File: config.mk
export PLATFORM = sky130hd
export DESIGN_NAME = lab_3_project
export DESIGN_NICKNAME = d
export VERILOG_FILES = /design/src/rtl/lab_3_project.sv
export SDC_FILE = /design/constraint.sdc
export NUM_CORES = 1
export LEC_CHECK = 0
export ABC_AREA = 0
export CORE_UTILIZATION = 49
export CTS_BUF_LIST = sky130_fd_sc_hd__clkbuf_16
export CTS_CLUSTER_SIZE = 8
export DETAILED_ROUTE_END_ITERATION = 10
export GPL_TIMING_DRIVEN = 1
export MAX_ROUTING_LAYER = met4
export PLACE_DENSITY = 0.68
export SLEW_MARGIN = 15
export SYNTH_ARGS = -nofsm -noshare
export SYNTH_HDL_FRONTEND = slang
export SYNTH_SLANG_ARGS = --single-unit
File: constraint.sdc
create_clock -name clk -period 5.7 [get_ports clk]
set_input_delay 0.855 -clock clk [delete_from_list [all_inputs] [get_ports clk]]
set_output_delay 0.855 -clock clk [all_outputs]
set_load 0.005 [all_outputs]
File: src/rtl/lab_3_project.sv
// Switch-programmable function generator: a reloadable divider paces an 8-bit
// phase accumulator, which is shaped into one of eight waveforms and then attenuated.
module lab_3_project (
    input  logic        clk,
    input  logic        rst,
    input  logic [12:0] SW,
    input  logic        ld,
    output logic [7:0]  out_final
);

    typedef enum logic [2:0] {
        WAVE_SAW      = 3'b000,
        WAVE_RSAW     = 3'b001,
        WAVE_TRI      = 3'b010,
        WAVE_SQUARE   = 3'b011,
        WAVE_SINE     = 3'b100,
        WAVE_HALF_SIN = 3'b101,
        WAVE_FULL_SIN = 3'b110,
        WAVE_DC       = 3'b111
    } wave_sel_e;

    logic [7:0] freq_r;
    logic [2:0] wave_r;
    logic [1:0] amp_r;
    logic [7:0] div_cnt_r;
    logic [7:0] phase_r;

    logic       tick_s;
    logic [7:0] wave_s;
    logic [7:0] scaled_s;

    // Parabolic half-arc t*(127-t)/32; the product peaks at 4032 so 12 bits hold it.
    function automatic logic [6:0] half_arc(input logic [6:0] t);
        logic [11:0] prod;
        prod = {5'd0, t} * {5'd0, 7'd127 - t};
        return prod[11:5];
    endfunction

    // Maps a phase value to the unscaled sample of the selected shape.
    function automatic logic [7:0] shape(input logic [2:0] sel, input logic [7:0] ph);
        logic [6:0] t;
        logic [6:0] h;
        logic [7:0] w;
        t = ph[6:0];
        h = half_arc(t);
        case (sel)
            WAVE_SAW:      w = ph;
            WAVE_RSAW:     w = ~ph;
            WAVE_TRI:      w = ph[7] ? ~{t, 1'b0} : {t, 1'b0};
            WAVE_SQUARE:   w = {8{ph[7]}};
            WAVE_SINE:     w = ph[7] ? (8'd128 - {1'b0, h}) : (8'd128 + {1'b0, h});
            WAVE_HALF_SIN: w = ph[7] ? 8'd128 : (8'd128 + {1'b0, h});
            WAVE_FULL_SIN: w = {h, 1'b0};
            WAVE_DC:       w = 8'h80;
            default:       w = 8'h80;
        endcase
        return w;
    endfunction

    // Divider terminal count: one tick per pass through 0xFF.
    always_comb begin
        tick_s = 1'b0;
        if (div_cnt_r == 8'hFF) begin
            tick_s = 1'b1;
        end else begin
            tick_s = 1'b0;
        end
    end

    // Waveform shaping followed by logical-shift attenuation.
    always_comb begin
        wave_s   = shape(wave_r, phase_r);
        scaled_s = wave_s >> amp_r;
    end

    // Configuration capture; a load never touches the divider or phase.
    always_ff @(posedge clk) begin
        if (rst) begin
            freq_r <= 8'h00;
            wave_r <= 3'b000;
            amp_r  <= 2'b00;
        end else if (ld) begin
            freq_r <= SW[7:0];
            wave_r <= SW[10:8];
            amp_r  <= SW[12:11];
        end else begin
            freq_r <= freq_r;
            wave_r <= wave_r;
            amp_r  <= amp_r;
        end
    end

    // Up-counting divider reloaded from freq_r, so the period is 256 - freq_r.
    always_ff @(posedge clk) begin
        if (rst) begin
            div_cnt_r <= 8'h00;
        end else if (tick_s) begin
            div_cnt_r <= freq_r;
        end else begin
            div_cnt_r <= div_cnt_r + 8'd1;
        end
    end

    // Phase accumulator; wraps naturally from 0xFF to 0x00.
    always_ff @(posedge clk) begin
        if (rst) begin
            phase_r <= 8'h00;
        end else if (tick_s) begin
            phase_r <= phase_r + 8'd1;
        end else begin
            phase_r <= phase_r;
        end
    end

    // Registered sample; reset clears it on the same edge.
    always_ff @(posedge clk) begin
        if (rst) begin
            out_final <= 8'h00;
        end else begin
            out_final <= scaled_s;
        end
    end

endmodule

# [After elaboration in Yosys (flattened, before gate mapping)]
# Cells that the tools add are included.
[op_classes] n_addsub=5 n_mul=1 eq_ne=8 shifts=1 mux=6 bitwise_logic=2 reduce_logical=1
[op_table] cell="8-bit one-hot mux with 8 select lines" n=1
[op_table] cell="8-bit 2-to-1 mux" n=4
[op_table] cell="8-bit by 1-bit adder with 8-bit output (second input constant)" n=2
[op_table] cell="8-bit inverter" n=2
[op_table] cell="3-bit equality test (second input constant)" n=4
[op_table] cell="7-bit by 7-bit multiplier with 12-bit output" n=1
[op_table] cell="8-bit by 7-bit adder with 8-bit output (first input constant)" n=1
[op_table] cell="8-bit equality test (second input constant)" n=1
[op_table] cell="8-bit by 2-bit right shift with 8-bit output" n=1
[op_table] cell="8-bit by 7-bit subtractor with 8-bit output (first input constant)" n=1
[op_table] cell="7-bit subtractor (first input constant)" n=1
[op_table] cell="3-bit by 2-bit equality test with 1-bit output (second input constant)" n=2
[op_table] cell="3-bit by 1-bit equality test with 1-bit output (second input constant)" n=1
[op_table] cell="3-bit logical NOT" n=1
[op_table] cell="1-bit 2-to-1 mux" n=1
[totals] reg_bits=37 inputBits=16 output_inout_bits=8 wordCells=30

# [Logic depth before layout (Yosys ltp)]
# Gate-level depths: netlist (run 1).
[logic_depth] ltp_word=6 ltp_mapped=21 depth_no_buf=20

# [Worst setup path after synthesis (run 1)]
# No wires, ideal clock.
[synth_timing] path_type="reg2reg" from="reg phase_r[0]" to="reg out_final[4]" arrival_ns=5.096 required_time_ns=5.574 slack_ns=0.478 stages_incl_launch_ff=20 n_path_buf=1 period_less_slack_ns=5.222 path_cell_list="dfxtp_1 > clkbuf_1 > nand2b_1 > fa_1 > fa_1 > inv_1 > fa_1 > inv_1 > fa_1 > inv_1 > ha_1 > and2_1 > o21a_1 > nor2_4 > o2111ai_2 > xnor2_1 > mux2_4 > nor3_2 > mux2_2 > o22ai_1"
[synth_via] elab_chain_len=6
[synth_lines] element="from (decl)" line="26" text="logic [7:0] phase_r;"
[synth_lines] element="from (signal assigned)" line="109" text="phase_r <= phase_r + 8'd1;"
[synth_lines] element="from (signal assigned)" line="111" text="phase_r <= phase_r;"
[synth_lines] element="7-bit subtractor" line="35" text="prod = {5'd0, t} * {5'd0, 7'd127 - t};"
[synth_lines] element="7-bit by 7-bit multiplier with 12-bit output" line="35"
[synth_lines] element="8-bit by 7-bit adder with 8-bit output / 8-bit by 7-bit subtractor with 8-bit output (equally long branches)" line="51, 52"
[synth_lines] element="8-bit 2-to-1 mux (on tied branches)" line="52, 51"
[synth_lines] element="8-bit one-hot mux with 8 select lines (*)" line="46" text="case (sel)"
[synth_lines] element="8-bit by 2-bit right shift with 8-bit output (*)" line="73" text="scaled_s = wave_s >> amp_r;"
[synth_lines] element="to (signal assigned)" line="120" text="out_final <= scaled_s;"
[synth_lines] element="to (decl)" line="8" text="output logic [7:0] out_final"
# Mark *: on every way between the ends. The rest lies on a longest branch, timed or not.
# A chain may end at the register's enable or synchronous reset.

# [Worst setup path in the final report (run 1)]
[layout_timing] from="reg phase_r[1]" to="reg out_final[2]"
# The elaborated chain is that of the path after synthesis.

==> results.cfg, run 1 <==
[run_status]
status = finished clean

[timing]
drv_slew = 0
period_needed_ps = 5360
slew_headroom_pct = 48.4
tightest_slew_ps = 772
final.setup_skew_ps = 3.02
fmax_mhz = 187
setup_violations = 0
tns_ps = 0
fin_crit_sh_pct = 94.0
hold_violations = 0
rsz0062_at_grt = false

[clock_tree]
clk_pin_slew_ps = 60
clk_path_buf_depth = 2
clk_latency_ps = 270
cts_buffers = 5
cts_tree = built
cts_root_buffer = clkbuf_16
cts_max_level = 2
numClockSinks = 37
hold_buffers = 0

[floorplanning]
initial_core_util_pct = 51.3
ios = 24
dieWidth_um = 87.1
die_area_mm2 = 0.00758
core-area_mm2 = 0.00691
die_h_um = 87.1
row_count = 30

[routing]
final_antenna_net_count = 0
first_pass_iters = 4
drc = 0
top_layer_used = met4
drt_wl_total_um = 7660
viasPerCell = 5.52
dr_wl_met3_um = 351
via_count = 2908
wl_met1_um = 3720
detail_route.wl_per_cell_um = 14.5
drt_iter0_markers = 152
wl_met2_um = 3550

[yosys]
yosysTopAreaCell = dfxtp_1
synth_cells = 415
synth-seq-area-share_pct = 20.9
synth_compound_area_share_pct = 15.5
synth.distinct_cells = 65
synth_fa_ha_area_share_pct = 22.1
synthMuxAreaShare_pct = 6.04
netlist_top_cells_area = dfxtp_1 (21%), ha_1 (13%), fa_1 (9.0%)
synthSimpleGateAreaFrac_pct = 22.7
syn_area_mm2 = 0.00354
synth-async-reset-ratio_pct = 0
synth_common_cells = nor2_1 (66), dfxtp_1 (37), ha_1 (37)
yosysTopAreaCellShare_pct = 20.9
ys_ff_latch = 37
yosys_warnings = 0
avgSynthCellArea_um2 = 8.54
syn-num-nets = 484
synth_xor_xnor_area_share_pct = 6.92
synth_top_family_by_area = simple AND/OR/NAND/NOR gates
synth-edff-count = 0
synthFlopType = dfxtp_1
yosysMostFrequentCell = nor2_1

[global_routing]
gr-usage-all-layers_pct = 23.2
first_global_vias = 2904
grt_pass1_wl_um = 13700
grt_max_degree = 34
antenna_found_initial = 0
overflow = 0

[min_path]
min_from = freq_r[1]
min_path_type = reg2reg

[pwr]
max-vdd-ir-drop_mv = 0.198
p_leak_nw = 1.80
powerDensity_mw_per_mm2 = 167

[setup_path]
start_kind = flip-flop
cp_max_fo = 8
critPathKind = reg2reg
startpoint = phase_r[1]
crit-reg2reg-launch = phase_r[1]
cp.arrival_ps = 5550
cp_data_required_time_ps = 5900
critPathCaptureType = flip-flop

[placed_design]
hpwl_um = 5750
port_buffers = 23
dp.cells = 519
gp_congestion = 0.832

[cells_and_area]
nNetsFinal = 499
fin_cells = 527
register_area_um2 = 742
n_antenna_cell = 0
multi_input_area_mm2 = 0.00260
num-fill-cells = 639
drive_gt1_share_pct = 8.58
syn_to_final_growth_pct = 12.6

[run]
maxCapViolCount = 0
-- repair_timing --
action / 4_1_cts / 5_1_grt
setup buffers: 0 / 0
gates resized for setup: 0 / 3
endpoints found under the setup margin: 0 / 5
-- placed cells by master, fill, tap and decap left out, types with 4 or more instances in the layout --
master           instances
a211o_1                  4
a211oi_1                 8
a21oi_1                 17
and2_1                   5
and3_1                   4
buf_4                    7
clkbuf_16                5
clkdlybuf4s50_1         23
dfxtp_1                 36
fa_1                    16
ha_1                    37
inv_1                   21
mux2i_1                 15
nand2_1                 22
nand2b_1                10
nand3_1                  6
nand4_1                  5
nor2_1                  66
nor2b_1                 17
nor3_1                   5
o21a_1                   4
o21ai_0                  8
o22ai_1                  5
xnor2_1                 20
xor2_1                   7
-- layer usage --
layer | up-vias | track usage [%]
met1 | 1379 | 32.9
met2 | 62 | 35.7
met3 | 4 | 3.41
li1 | 1463 | -
met4 | 0 | 3.18
met5 | - | -
-- kinds of logic (layout without fill, tap and decap cells) --
kind of cell | after synthesis | in the layout
muxes | 20 | 20
DFF | 37 | 37
xor gates and xnor gates | 28 | 28
AOI/OAI and AO/OA | 74 | 74
adders and majority gates | 53 | 53
buffers and inverters | 43 | 59
and+or+nand+nor | 160 | 160
-- cell type report --
cell class	count	share of cell area [%]
Timing Repair Buffer	30	7.08
Clock inverter	3	0.940
Tap cell	96	3.01
Inverter	21	2.07
Sequential cell	37	18.6
Clock buffer	5	3.13
Multi-Input combinational cell	335	65.2
-- worst max-delay path, stage by stage, from the launching register on --
cell	delay [ps]
dfxtp_1	520
nand2b_1	130
fa_1	520
fa_1	550
inv_1	50
fa_1	530
inv_1	50
fa_1	520
inv_1	40
ha_1	390
and2_1	190
o21a_1	230
nor3_2	240
a2bb2oi_4	180
o221ai_1	160
a211o_1	330
and3_1	170
mux2_4	270
a211oi_2	210
-- through the flow --
stage               hold WS [ps]  utilization [%]  power [mW]  cell area, um^2  worst slack (ps)
finish                       454             57.8       0.667             3990               345
CTS                          461             57.6       0.669             3980               253
detailed placement           450             55.3       0.364             3820               269
floorplan                    431                -       0.335             3540               478
global placement             447             55.3       0.364             3820               397
global route                 497             57.8       0.692             3990              94.9
-- final timing paths --
kind | end | slack, ps | depth (start not counted)
worst max-delay path | out_final[2] | 340 | 18
worst min-delay path | div_cnt_r[1] | 450 | 2
worst max register to register | out_final[2] | 340 | 18
worst min register to register | div_cnt_r[1] | 450 | 2
-- power breakdown --
part / total (mW) / switching, mW / internal, mW
logic: 0.0767 / 0.0330 / 0.0437
clock network: 0.308 / 0.104 / 0.203
registers: 0.282 / 0.0114 / 0.271
total: 0.667 / 0.149 / 0.518
-- flip-flops by register name, summed over array words and instances (netlist names) --
signal / flops
freq_r: 8
phase_r: 8
wave_r: 3
amp_r: 2
div_cnt_r: 8
out_final: 8
No activity file was read; power rests on OpenSTA's default activity.
==> inputs of run 2 (changes only) <==
Settings changed: CORE_MARGIN from default to 1.5.
==> run 2 against run 1 <==
Critical endpoint is now out_final[3]. Wire length down 0.54%. Sequential power barely moved. Critical path type unchanged. Count of clock-buffer cells in the layout unchanged. Largest cell class unchanged.
==> results.cfg, run 2 (synthesis results as in run 1) <==
[setup_path]
cp_data_required_time_ps = 5870
cp.arrival_ps = 5490
start_kind = flip-flop
critPathCaptureType = flip-flop
cp_max_fo = 8
critPathKind = reg2reg

[clock_tree]
clk_latency_ps = 280
clk_pin_slew_ps = 60
clk_path_buf_depth = 2
cts_buffers = 5
postCtsSetupBuffers = 0
numClockSinks = 37
cts_max_level = 2
hold_buffers = 0
cts_root_buffer = clkbuf_16
cts_tree = built

[timing]
fin_crit_sh_pct = 93.3
rsz0062_at_grt = false
whs_ps = 460
setup_violations = 0
final.setup_skew_ps = 6.85
slew_headroom_pct = 48.8
period_needed_ps = 5320
tightest_slew_ps = 765
layout_setup_ws_ps = 384
tns_ps = 0
fmax_mhz = 188
drv_slew = 0
hold_violations = 0

[floorplanning]
die_area_mm2 = 0.00775
dieWidth_um = 88.1
die_h_um = 88.1
row_count = 30
core-area_mm2 = 0.00691
ios = 24
initial_core_util_pct = 51.3

[routing]
via_count = 2910
drc = 0
final_antenna_net_count = 0
drt_iter0_markers = 187
viasPerCell = 5.52
drt_wl_total_um = 7620
first_pass_iters = 4
detail_route.wl_per_cell_um = 14.5

[pwr]
p_leak_nw = 1.81
fin_total_pwr_mw = 0.719
max-vdd-ir-drop_mv = 0.191
powerDensity_mw_per_mm2 = 179

[placed_design]
dp.cells = 519
hpwl_um = 5760
pre_cts_ws_ps = 226
dpl_cell_area_mm2 = 0.00382
gp_congestion = 0.891
port_buffers = 23

[cells_and_area]
finalInstanceArea_mm2 = 0.00402
nNetsFinal = 499
final_common_cell = nor2_1
n_antenna_cell = 0
drive_gt1_share_pct = 9.05
num-fill-cells = 632
fin_cells = 527
syn_to_final_growth_pct = 13.5
mostFrequentLayoutCells = nor2_1 (66), ha_1 (37), dfxtp_1 (36)
utilization_pct = 58.2

[run_status]
status = finished clean

[run]
maxCapViolCount = 0

[global_routing]
grt_pass1_wl_um = 13300
overflow = 0
gr-usage-all-layers_pct = 22.3
first_global_vias = 2869
grt_max_degree = 34
antenna_found_initial = 0

[min_path]
min_path_type = reg2reg
==> run 2: cell types whose count changed in the layout (fill, tap and decap cells not counted), sizes merged <==
cell and change:
bufinv +1, clkinv -1
==> run 2: layout make-up <==
class                           count  area [um^2]  area share, %
Clock buffer                        5          125           3.11
Clock inverter                      3         68.8           1.71
Inverter                           21         82.6           2.05
Multi-Input combinational cell    335         2600           64.7
Sequential cell                    37          742           18.4
Tap cell                           96          120           2.99
Timing Repair Buffer               30          283           7.03
==> run 2: worst max-delay path: stages (launching register included) <==
cell and delay (ps):
dfxtp_1 500, nand2b_1 120, fa_1 520, fa_1 550
inv_1 50, fa_1 520, inv_1 50, fa_1 520
inv_1 40, ha_1 400, nand3_2 120, a211oi_4 380
o21ai_0 160, a21boi_1 390, o211ai_1 150, mux2i_1 200
nor3_2 80, mux2_2 280, o32ai_1 150
==> run 2: worst paths after layout <==
| kind | start | endpoint | slack [ps] | depth (start not counted) |
|---|---|---|---|---|
| setup reg to reg | phase_r[1] | out_final[3] | 380 | 18 |
| hold / removal | freq_r[1] | div_cnt_r[1] | 460 | 2 |
| setup / recovery | phase_r[1] | out_final[3] | 380 | 18 |
| hold reg to reg | freq_r[1] | div_cnt_r[1] | 460 | 2 |
==> run 2: timing repair <==
| item | in CTS | in global routing |
|---|---|---|
| setup endpoints to repair | 0 | 4 |
| gates resized for setup | 0 | 3 |
| endpoints found under the hold margin | 0 | 0 |
==> run 2: metal layers <==
layer / wire length, um / GRT usage [%]
met5: 0 / -
met4: 68 / 4.26
met3: 322 / 3.86
met2: 3570 / 34.6
met1: 3650 / 30.6
==> run 2: power by group <==
| group | internal [mW] | total (mW) | switching, mW |
|---|---|---|---|
| registers | 0.271 | 0.283 | 0.0118 |
| logic | 0.0437 | 0.0766 | 0.0330 |
| clock network | 0.252 | 0.360 | 0.108 |
| total | 0.567 | 0.719 | 0.152 |
==> inputs of run 3 (changes only) <==
Settings changed: REMOVE_ABC_BUFFERS from default to 1.
==> run 3 against run 2 <==
Sequential share of layout area about the same. Sequential cell count unchanged. Wire length decreased by 0.88%. Largest power group unchanged.
==> results.cfg, run 3 (synthesis results as in run 1) <==
[run_status]
status = finished clean

[placed_design]
dpl_cell_area_mm2 = 0.00383
port_buffers = 23
gp_congestion = 0.923
hpwl_um = 5820

[setup_path]
critPathTopFamily = adder cells
path_buf_inv = 4
cp.arrival_ps = 5510
r2r-end = out_final[3]
critPathCapture = out_final[3]
reg2reg_depth = 19
startpoint = phase_r[2]
cp_max_fo = 8
cp.depth = 19
timing.reg2reg.setup_slack_ps = 370
cpMostUsedCell = ha_1
path_cells = clkinv_1, ha_1, inv_1, ha_1, ha_1, inv_1, fa_1, inv_1, fa_1, ha_1, a21oi_1, xor2_1, ha_1, a21boi_1, o211ai_1, mux2i_1, nor3_2, mux2_2, o32ai_1
critPathKind = reg2reg
critPathCaptureType = flip-flop
cpPeakStageDelay_ps = 530
crit-reg2reg-launch = phase_r[2]
start_kind = flip-flop
critPathSlowestCell = fa_1
cp_data_required_time_ps = 5880

[timing]
tightest_slew_ps = 776
fin_crit_sh_pct = 93.6
fmax_mhz = 187
hold_violations = 0
period_needed_ps = 5330
final.setup_skew_ps = 6.87
setup_violations = 0
slew_headroom_pct = 48.1
drv_slew = 0
rsz0062_at_grt = false
tns_ps = 0

[min_path]
min_path_type = reg2reg

[clock_tree]
ctsResizeCount = 0
hold_buffers = 0
cts_max_level = 2
postCtsSetupBuffers = 0
numClockSinks = 37
cts_tree = built
clk_path_buf_depth = 2
clk_pin_slew_ps = 60
cts_root_buffer = clkbuf_16
clk_latency_ps = 280
cts_buffers = 5

[floorplanning]
row_count = 30
ios = 24
initial_core_util_pct = 51.3
dieWidth_um = 88.1
die_h_um = 88.1
die_area_mm2 = 0.00775
core-area_mm2 = 0.00691

[global_routing]
gr-usage-all-layers_pct = 22.2
antenna_found_initial = 0
grt_max_degree = 34
overflow = 0
grt_pass1_wl_um = 13200
first_global_vias = 2832

[cells_and_area]
nNetsFinal = 501
finalInstanceArea_mm2 = 0.00403
n_antenna_cell = 0
final_common_cell = nor2_1
mostFrequentLayoutCells = nor2_1 (66), ha_1 (37), dfxtp_1 (37)
syn_to_final_growth_pct = 13.6
utilization_pct = 58.3
num-fill-cells = 656
drive_gt1_share_pct = 8.78

[routing]
via_count = 2943
drt_iter0_markers = 142
viasPerCell = 5.56
drc = 0
drt_wl_total_um = 7550
first_pass_iters = 4
final_antenna_net_count = 0
detail_route.wl_per_cell_um = 14.3

[run]
maxCapViolCount = 0

[pwr]
max-vdd-ir-drop_mv = 0.176
p_leak_nw = 1.82
powerDensity_mw_per_mm2 = 179
run 3: changes by cell type in the layout (fill, tap and decap cells not counted):
cell	change
dfxtp_2	-1
clkinv_1	+1
buf_4	+2
dfxtp_1	+1
clkinvlp_4	-1
xnor2_1	+1
xnor2_2	-1
run 3: per-stage QoR:
step                power, mW  setup WS (ps)  cells  hold slack, ps
global route            0.746           73.4    529             505
finish                  0.719            366    529             455
global placement        0.364            451    521             444
floorplan               0.328            604    393             425
detailed placement      0.365            396    521             449
CTS                     0.727            377    529             455
run 3: worst min-delay path by stage:
stage | end | from | cells past startpoint | slack, ps
floorplan | div_cnt_r[1] | freq_r[1] | 2 | 430
global placement | div_cnt_r[1] | freq_r[1] | 2 | 440
detailed placement | div_cnt_r[1] | freq_r[1] | 2 | 450
CTS | div_cnt_r[1] | freq_r[1] | 2 | 460
global route | div_cnt_r[1] | freq_r[1] | 2 | 500
finish | div_cnt_r[1] | freq_r[1] | 2 | 460
run 3: layout make-up:
type	instances	area, um^2	area share (%)
clock inverter	3	68.8	1.71
inverter	21	78.8	1.96
multi-input combinational	335	2590	64.4
sequential	37	741	18.4
clock buffer	5	125	3.11
timing repair buffer	32	298	7.40
tap	96	120	2.98
run 3: power breakdown:
group	switching, mW	total [mW]	leakage, nW	internal, mW
combinational	0.0328	0.0764	1.42	0.0437
sequential	0.0117	0.283	0.303	0.271
clock	0.108	0.359	0.0944	0.252
run 3: worst reg2reg max path, stage by stage (launching register included):
cell and delay (ps):
dfxtp_1 480, clkinv_1 330, ha_1 380, inv_1 40, ha_1 290, ha_1 280
inv_1 50, fa_1 530, inv_1 60, fa_1 470, ha_1 390, a21oi_1 190
xor2_1 280, ha_1 260, a21boi_1 400, o211ai_1 150, mux2i_1 180, nor3_2 70
mux2_2 280, o32ai_1 140
run 3: routing by layer:
layer | up-vias | wire length [um] | global-route usage [%]
li1 | 1465 | - | -
met1 | 1399 | 3610 | 29.5
met2 | 65 | 3520 | 34.5
met3 | 14 | 295 | 4.15
met4 | 0 | 120 | 6.39
met5 | - | 0 | -
